`config.mk`:
```
export PLATFORM = sky130hd
export DESIGN_NAME = traffic_countdown_display
export DESIGN_NICKNAME = d
export VERILOG_FILES = /design/src/rtl/traffic_countdown_display.sv
export SDC_FILE = /design/constraint.sdc
export NUM_CORES = 1
export LEC_CHECK = 0
export CORE_MARGIN = 5
export CORE_UTILIZATION = 40
export DETAILED_ROUTE_END_ITERATION = 8
export PLACE_DENSITY = 0.6
export SYNTH_ARGS = -nofsm -noshare
export SYNTH_HDL_FRONTEND = slang
export SYNTH_SLANG_ARGS = --single-unit
```
`constraint.sdc`:
```
create_clock -name clk -period 3.9 [get_ports clk]
set_input_delay 0.78 -clock clk [delete_from_list [all_inputs] [get_ports clk]]
set_output_delay 0.78 -clock clk [all_outputs]
set_load 0.005 [all_outputs]
```
`src/rtl/traffic_countdown_display.sv`:
```
`default_nettype none
// ============================================================================
// Module      : traffic_countdown_display
// Description : Display-side consumer of the traffic controller. Converts the
//               8-bit countdown to BCD serially (shift-add-3, one bit per
//               clock), scans it onto a 3-digit multiplexed 7-segment display
//               with leading-zero blanking and lamp test, and registers the
//               lamp vector onto the LED pins.
// Revision    : 1.0 - initial release
// ============================================================================
module traffic_countdown_display #(
    parameter int SCAN_DIV = 1000
) (
    input  logic       clk,
    input  logic       clr,
    input  logic [7:0] count,
    input  logic [5:0] light,
    output logic [6:0] seg,
    output logic [2:0] an,
    output logic [5:0] led
);

    // Converter FSM encoding
    localparam logic [1:0] S_IDLE  = 2'd0;
    localparam logic [1:0] S_SHIFT = 2'd1;
    localparam logic [1:0] S_DONE  = 2'd2;

    localparam int             DIV_W      = (SCAN_DIV > 1) ? $clog2(SCAN_DIV) : 1;
    localparam logic [DIV_W-1:0] C_DIV_LAST = DIV_W'(SCAN_DIV - 1);
    localparam logic [5:0]     C_LAMP_ALL = 6'b111111;

    // Converter state
    logic [1:0]  state_q, state_d;
    logic [19:0] sh_q, sh_d;
    logic [3:0]  bitcnt_q, bitcnt_d;
    logic [7:0]  last_q, last_d;
    logic [11:0] bcd_q, bcd_d;
    logic [19:0] w_adj;

    // Scan state
    logic [DIV_W-1:0] div_q, div_d;
    logic [1:0]       idx_q, idx_d;

    // Output registers
    logic [6:0] seg_q, seg_d;
    logic [2:0] an_q, an_d;
    logic [5:0] led_q;

    logic [3:0] w_digit;
    logic       w_blank;

    // 7-segment decode {g,f,e,d,c,b,a}; out-of-range nibbles go dark
    function automatic logic [6:0] f_decode(input logic [3:0] d);
        logic [6:0] r;
        case (d)
            4'd0:    r = 7'h3F;
            4'd1:    r = 7'h06;
            4'd2:    r = 7'h5B;
            4'd3:    r = 7'h4F;
            4'd4:    r = 7'h66;
            4'd5:    r = 7'h6D;
            4'd6:    r = 7'h7D;
            4'd7:    r = 7'h07;
            4'd8:    r = 7'h7F;
            4'd9:    r = 7'h6F;
            default: r = 7'h00;
        endcase
        return r;
    endfunction

    // Add-3 correction on each BCD nibble that is 5 or more, ahead of the shift
    always_comb begin
        w_adj = sh_q;
        if (sh_q[11:8]  >= 4'd5) w_adj[11:8]  = sh_q[11:8]  + 4'd3;
        if (sh_q[15:12] >= 4'd5) w_adj[15:12] = sh_q[15:12] + 4'd3;
        if (sh_q[19:16] >= 4'd5) w_adj[19:16] = sh_q[19:16] + 4'd3;
    end

    // Converter next-state: latch a new count, shift 8 times, then publish
    always_comb begin
        state_d  = state_q;
        sh_d     = sh_q;
        bitcnt_d = bitcnt_q;
        last_d   = last_q;
        bcd_d    = bcd_q;
        case (state_q)
            S_IDLE: begin
                // Re-checked on every return to IDLE, so the latest count wins
                if (count != last_q) begin
                    last_d   = count;
                    sh_d     = {12'b0, count};
                    bitcnt_d = 4'd0;
                    state_d  = S_SHIFT;
                end
            end
            S_SHIFT: begin
                if (bitcnt_q == 4'd8) begin
                    state_d = S_DONE;
                end else begin
                    sh_d     = w_adj << 1;
                    bitcnt_d = bitcnt_q + 4'd1;
                end
            end
            S_DONE: begin
                bcd_d   = sh_q[19:8];
                state_d = S_IDLE;
            end
            default: state_d = S_IDLE;
        endcase
    end

    // Scan divider and digit index: each index held for SCAN_DIV cycles
    always_comb begin
        div_d = div_q + 1'b1;
        idx_d = idx_q;
        if (div_q == C_DIV_LAST) begin
            div_d = '0;
            idx_d = (idx_q == 2'd2) ? 2'd0 : idx_q + 2'd1;
        end
    end

    // Digit selection, leading-zero blanking and lamp-test override
    always_comb begin
        w_digit = 4'd0;
        w_blank = 1'b1;
        an_d    = 3'b111;
        case (idx_q)
            2'd0: begin
                w_digit = bcd_q[3:0];
                w_blank = (bcd_q == 12'h000);
                an_d    = 3'b110;
            end
            2'd1: begin
                w_digit = bcd_q[7:4];
                w_blank = (bcd_q[11:8] == 4'd0) && (bcd_q[7:4] == 4'd0);
                an_d    = 3'b101;
            end
            2'd2: begin
                w_digit = bcd_q[11:8];
                w_blank = (bcd_q[11:8] == 4'd0);
                an_d    = 3'b011;
            end
            default: begin
                w_digit = 4'd0;
                w_blank = 1'b1;
                an_d    = 3'b111;
            end
        endcase
        if (light == C_LAMP_ALL) begin
            seg_d = 7'h7F;
        end else if (w_blank) begin
            seg_d = 7'h00;
        end else begin
            seg_d = f_decode(w_digit);
        end
    end

    // Converter registers; reset aborts any conversion in flight
    always_ff @(posedge clk or negedge clr) begin
        if (!clr) begin
            state_q  <= S_IDLE;
            sh_q     <= 20'd0;
            bitcnt_q <= 4'd0;
            last_q   <= 8'd0;
            bcd_q    <= 12'h000;
        end else begin
            state_q  <= state_d;
            sh_q     <= sh_d;
            bitcnt_q <= bitcnt_d;
            last_q   <= last_d;
            bcd_q    <= bcd_d;
        end
    end

    // Scan registers and registered pin outputs
    always_ff @(posedge clk or negedge clr) begin
        if (!clr) begin
            div_q <= '0;
            idx_q <= 2'd0;
            seg_q <= 7'h00;
            an_q  <= 3'b111;
            led_q <= 6'd0;
        end else begin
            div_q <= div_d;
            idx_q <= idx_d;
            seg_q <= seg_d;
            an_q  <= an_d;
            led_q <= light;
        end
    end

    assign seg = seg_q;
    assign an  = an_q;
    assign led = led_q;

endmodule
`default_nettype wire

```
==> impl_summary.txt <==
----------------------------------------------------
[Outcome]
  Outcome ... completed

[Power]
  Pwr per Cell Area ... 697 nW/um^2
  Worst IR drop on VDD ... 0.000362 V
  Leak pwr ... around 1.8 nW

[Final layout]
  Number of fill cells in the layout ... 818
  Number of diodes added for antenna fixing ... 0
  Layout Cell Area excl Fill ... 4130 sq um
  Area delta synth->final ... 16.9%
  Commonest cells after routing, fill and taps aside ... sky130_fd_sc_hd__dfrtp_1, sky130_fd_sc_hd__clkdlybuf4s50_1, sky130_fd_sc_hd__nand3_1
  Most frequent standard cell in the layout excluding fill and tap cells ... sky130_fd_sc_hd__dfrtp_1
  Fraction of layout instances using a drive strength above 1 ... 0.171
  NumNets Final ... 379

[Synthesis]
  Mean post-synth cell area ... between 10 and 15 sq um
  Cell taking the most area after synthesis ... sky130_fd_sc_hd__dfrtp_1
  Flip-flop cell with the highest count after synthesis ... sky130_fd_sc_hd__dfrtp_1
  Dominant cells by area after synthesis ... sky130_fd_sc_hd__dfrtp_1, sky130_fd_sc_hd__mux2_2, sky130_fd_sc_hd__xnor2_1
  Total of warnings raised by yosys ... 0
  Summed instance area of the synthesized netlist ... 3530 sq um
  Number of synthesized flops with an enable pin ... 0
  Share of synthesized flip-flops with an asynchronous set or reset ... 1.00
  Unique cell type count in the Yosys netlist ... 44
  Post-Synthesis Net Count ... 345
  Sequential cell area fraction in the yosys report ... 0.525
  Flip-flop and latch count after synthesis ... between 70 and 80
  Count of mapped cells out of synthesis ... 317
  Portion of synthesized cell area occupied by the leading cell type ... 0.503

[Place]
  Port Buffers ... 31
  Placer congestion estimate ... 0.773
  Area of placed instances ... 3930 sq um
  Final HPWL DP ... around 4.6 mm

[Die]
  Starting density of the core ... 0.407
  Overall die width ... 104 um
  Top-level port count ... 32
  Standard-cell row count ... 34
  Die boundary height ... about 100 um
  Area of the core region ... 8680 sq um
  Die Outline Area ... 10800 sq um

[Timing]
  Worst Hold Margin ... about 260 ps
  Number of endpoints with negative hold slack in the final report ... 0
  Setup TNS Final ... 0 ps
  Highest achievable clock rate ... 441 MHz
  Max-slew headroom at the worst pin ... 0.306
  Setup repair after global routing missed its margin ... false
  Max-slew violation count ... 0
  Final worst path period need ... 2270 ps
  Tightest Pin Transition ... 1040 ps
  Post-route clock skew ... 6.37 ps
  Final cycle utilization of the critical path ... 0.582
  Final number of setup-violating endpoints ... 0

[Clock network]
  Clock tree buffer depth ... 2
  Cell at the root of the clock tree ... sky130_fd_sc_hd__clkbuf_8
  Clock transition time at the flip-flop clock pins of the worst setup and hold paths ... 80 ps
  Number of H-tree levels ... 3
  Number of sinks handled by clock tree synthesis ... 74
  TritonCTS buffer count ... 9
  Post-cts sizing count ... 0
  Clock latency at the later pin of the worst-skew pair ... 340 ps
  Number of buffers added for setup after CTS ... 0
  Clock tree from TritonCTS ... done
  # hold bufs at CTS ... 0

[Global route]
  Largest net degree at the start of global routing ... between 40 and 50
  Initial antenna violation count ... 0
  Wire length of the first global-routing pass ... 11.3 mm
  Vias in the first global route ... 2438
  Total congestion overflow after global routing ... 0
  Combined global-route utilization of all metal layers ... 0.126

[Route]
  Total via count in the routed design ... about 2400
  Routed wire per std cell ... 13.7 um
  DRC violation count after routing ... 0
  Initial DRT Pass Iterations ... 4
  DRT antenna net count ... 0
  Post-detailed-route via-to-cell ratio ... ~5
  Detailed Route Iter0 Violations ... 85
  Wire length after detailed routing ... 6.33 mm

[Worst setup path]
  Critical path required time ... 4140 ps
  Setup crit start kind ... register
  Worst Setup Path Type ... register to register
  Maximum fanout along the worst path ... 10
  Worst EP arrival ... about 2500 ps
  Worst Setup End Kind ... register

[Run]
  Reported max-cap violation count ... 0

[Worst hold path]
  Classification of the worst-slack hold path ... primary input to asynchronous set/reset pin

----------------------------------------------------
kinds of logic (layout without fill, tap and decap cells):
group,count (synthesis),in the layout,synth area share
buffers and inverters,31,70,0.0428
AND/OR/NAND/NOR,89,89,0.128
AO/OA/AOI/OAI,56,56,0.106
XOR/XNOR,23,23,0.0570
flip-flops,74,74,0.525
adder cells (fa/ha/maj),12,12,0.0425
multiplexers,32,32,0.0988
registers in the layout, summed over array words and instances, names as in the netlist:
| name | count |
|---|---|
| led | 6 |
| idx_q | 2 |
| an | 3 |
| div_q | 10 |
| last_q | 8 |
| seg | 7 |
| bcd_q | 12 |
| state_q | 2 |
| bitcnt_q | 4 |
| sh_q | 20 |
report_power, final:
part	switching, W	internal, W	total [W]
clock	0.000280	0.000314	0.000594
sequential	0.000186	0.00102	0.00120
combinational	0.000545	0.000536	0.00108
stage by stage:
stage | utilization | instances | power (W) | setup WS, ps
5_1_grt | 0.476 | 464 | 0.00313 | 1490
3_5_place_dp | 0.453 | 448 | 0.00232 | 1390
4_1_cts | 0.476 | 464 | 0.00292 | 1600
3_3_place_gp | 0.453 | 448 | 0.00229 | 1440
2_1_floorplan | - | 317 | 0.00201 | 1950
6_report | 0.476 | 464 | 0.00288 | 1630
final timing paths:
path	slack, ps	endpoint	depth (start not counted)	start
max	1630	seg[3]	6	idx_q[1]
min	260	div_q[2]	1	clr
max reg2reg	1630	seg[3]	6	idx_q[1]
min reg2reg	470	div_q[0]	1	div_q[0]
max in group asynchronous	2820	sh_q[15]	2	clr
min in group clk	470	div_q[0]	1	div_q[0]
layer usage:
| layer | GRT usage | up-vias | routed length (um) |
|---|---|---|---|
| met4 | 0.0333 | 0 | 68 |
| met5 | 0 | - | 0 |
| met2 | 0.210 | 46 | 3130 |
| met3 | 0.0428 | 9 | 254 |
| met1 | 0.156 | 1156 | 2880 |
| li1 | - | 1174 | - |
cells in the mapped netlist (2+ instances only):
library cell,number
sky130_fd_sc_hd__buf_4,4
sky130_fd_sc_hd__xor2_1,3
sky130_fd_sc_hd__dfrtp_1,71
sky130_fd_sc_hd__o31ai_1,8
sky130_fd_sc_hd__a21o_2,3
sky130_fd_sc_hd__o21ai_1,2
sky130_fd_sc_hd__dfstp_2,3
sky130_fd_sc_hd__o21ai_0,17
sky130_fd_sc_hd__nor3_1,4
sky130_fd_sc_hd__a31o_1,2
sky130_fd_sc_hd__o2bb2ai_1,2
sky130_fd_sc_hd__nand2b_1,4
sky130_fd_sc_hd__buf_6,2
sky130_fd_sc_hd__a21oi_1,14
sky130_fd_sc_hd__nand2_1,16
sky130_fd_sc_hd__nor2b_1,3
sky130_fd_sc_hd__nand3_1,27
sky130_fd_sc_hd__a2bb2oi_2,2
sky130_fd_sc_hd__xnor2_1,20
sky130_fd_sc_hd__clkbuf_1,3
sky130_fd_sc_hd__nand2_2,2
sky130_fd_sc_hd__buf_2,4
sky130_fd_sc_hd__ha_1,12
sky130_fd_sc_hd__inv_1,17
sky130_fd_sc_hd__mux2i_1,11
sky130_fd_sc_hd__nor2_1,16
sky130_fd_sc_hd__nor4_1,4
sky130_fd_sc_hd__and2_1,3
sky130_fd_sc_hd__nand4_1,4
sky130_fd_sc_hd__mux2_2,20
final cells by class:
type | instances | area (sq um) | share of cell area
well taps | 108 | 135 | 0.0327
multi-input cells | 212 | 1530 | 0.370
repair buffers | 36 | 343 | 0.0830
clock buffers | 10 | 138 | 0.0333
clock inverters | 6 | 65.1 | 0.0157
inverters | 18 | 67.6 | 0.0164
flip-flops and latches | 74 | 1860 | 0.449
critical path, stage by stage, from the launching register on:
cell	delay [ps]
sky130_fd_sc_hd__dfrtp_1	610
sky130_fd_sc_hd__mux2i_1	160
sky130_fd_sc_hd__o2bb2ai_1	390
sky130_fd_sc_hd__inv_1	130
sky130_fd_sc_hd__ha_1	300
sky130_fd_sc_hd__or3_1	370
sky130_fd_sc_hd__a31o_1	200
(Power assumes the default switching activity.)
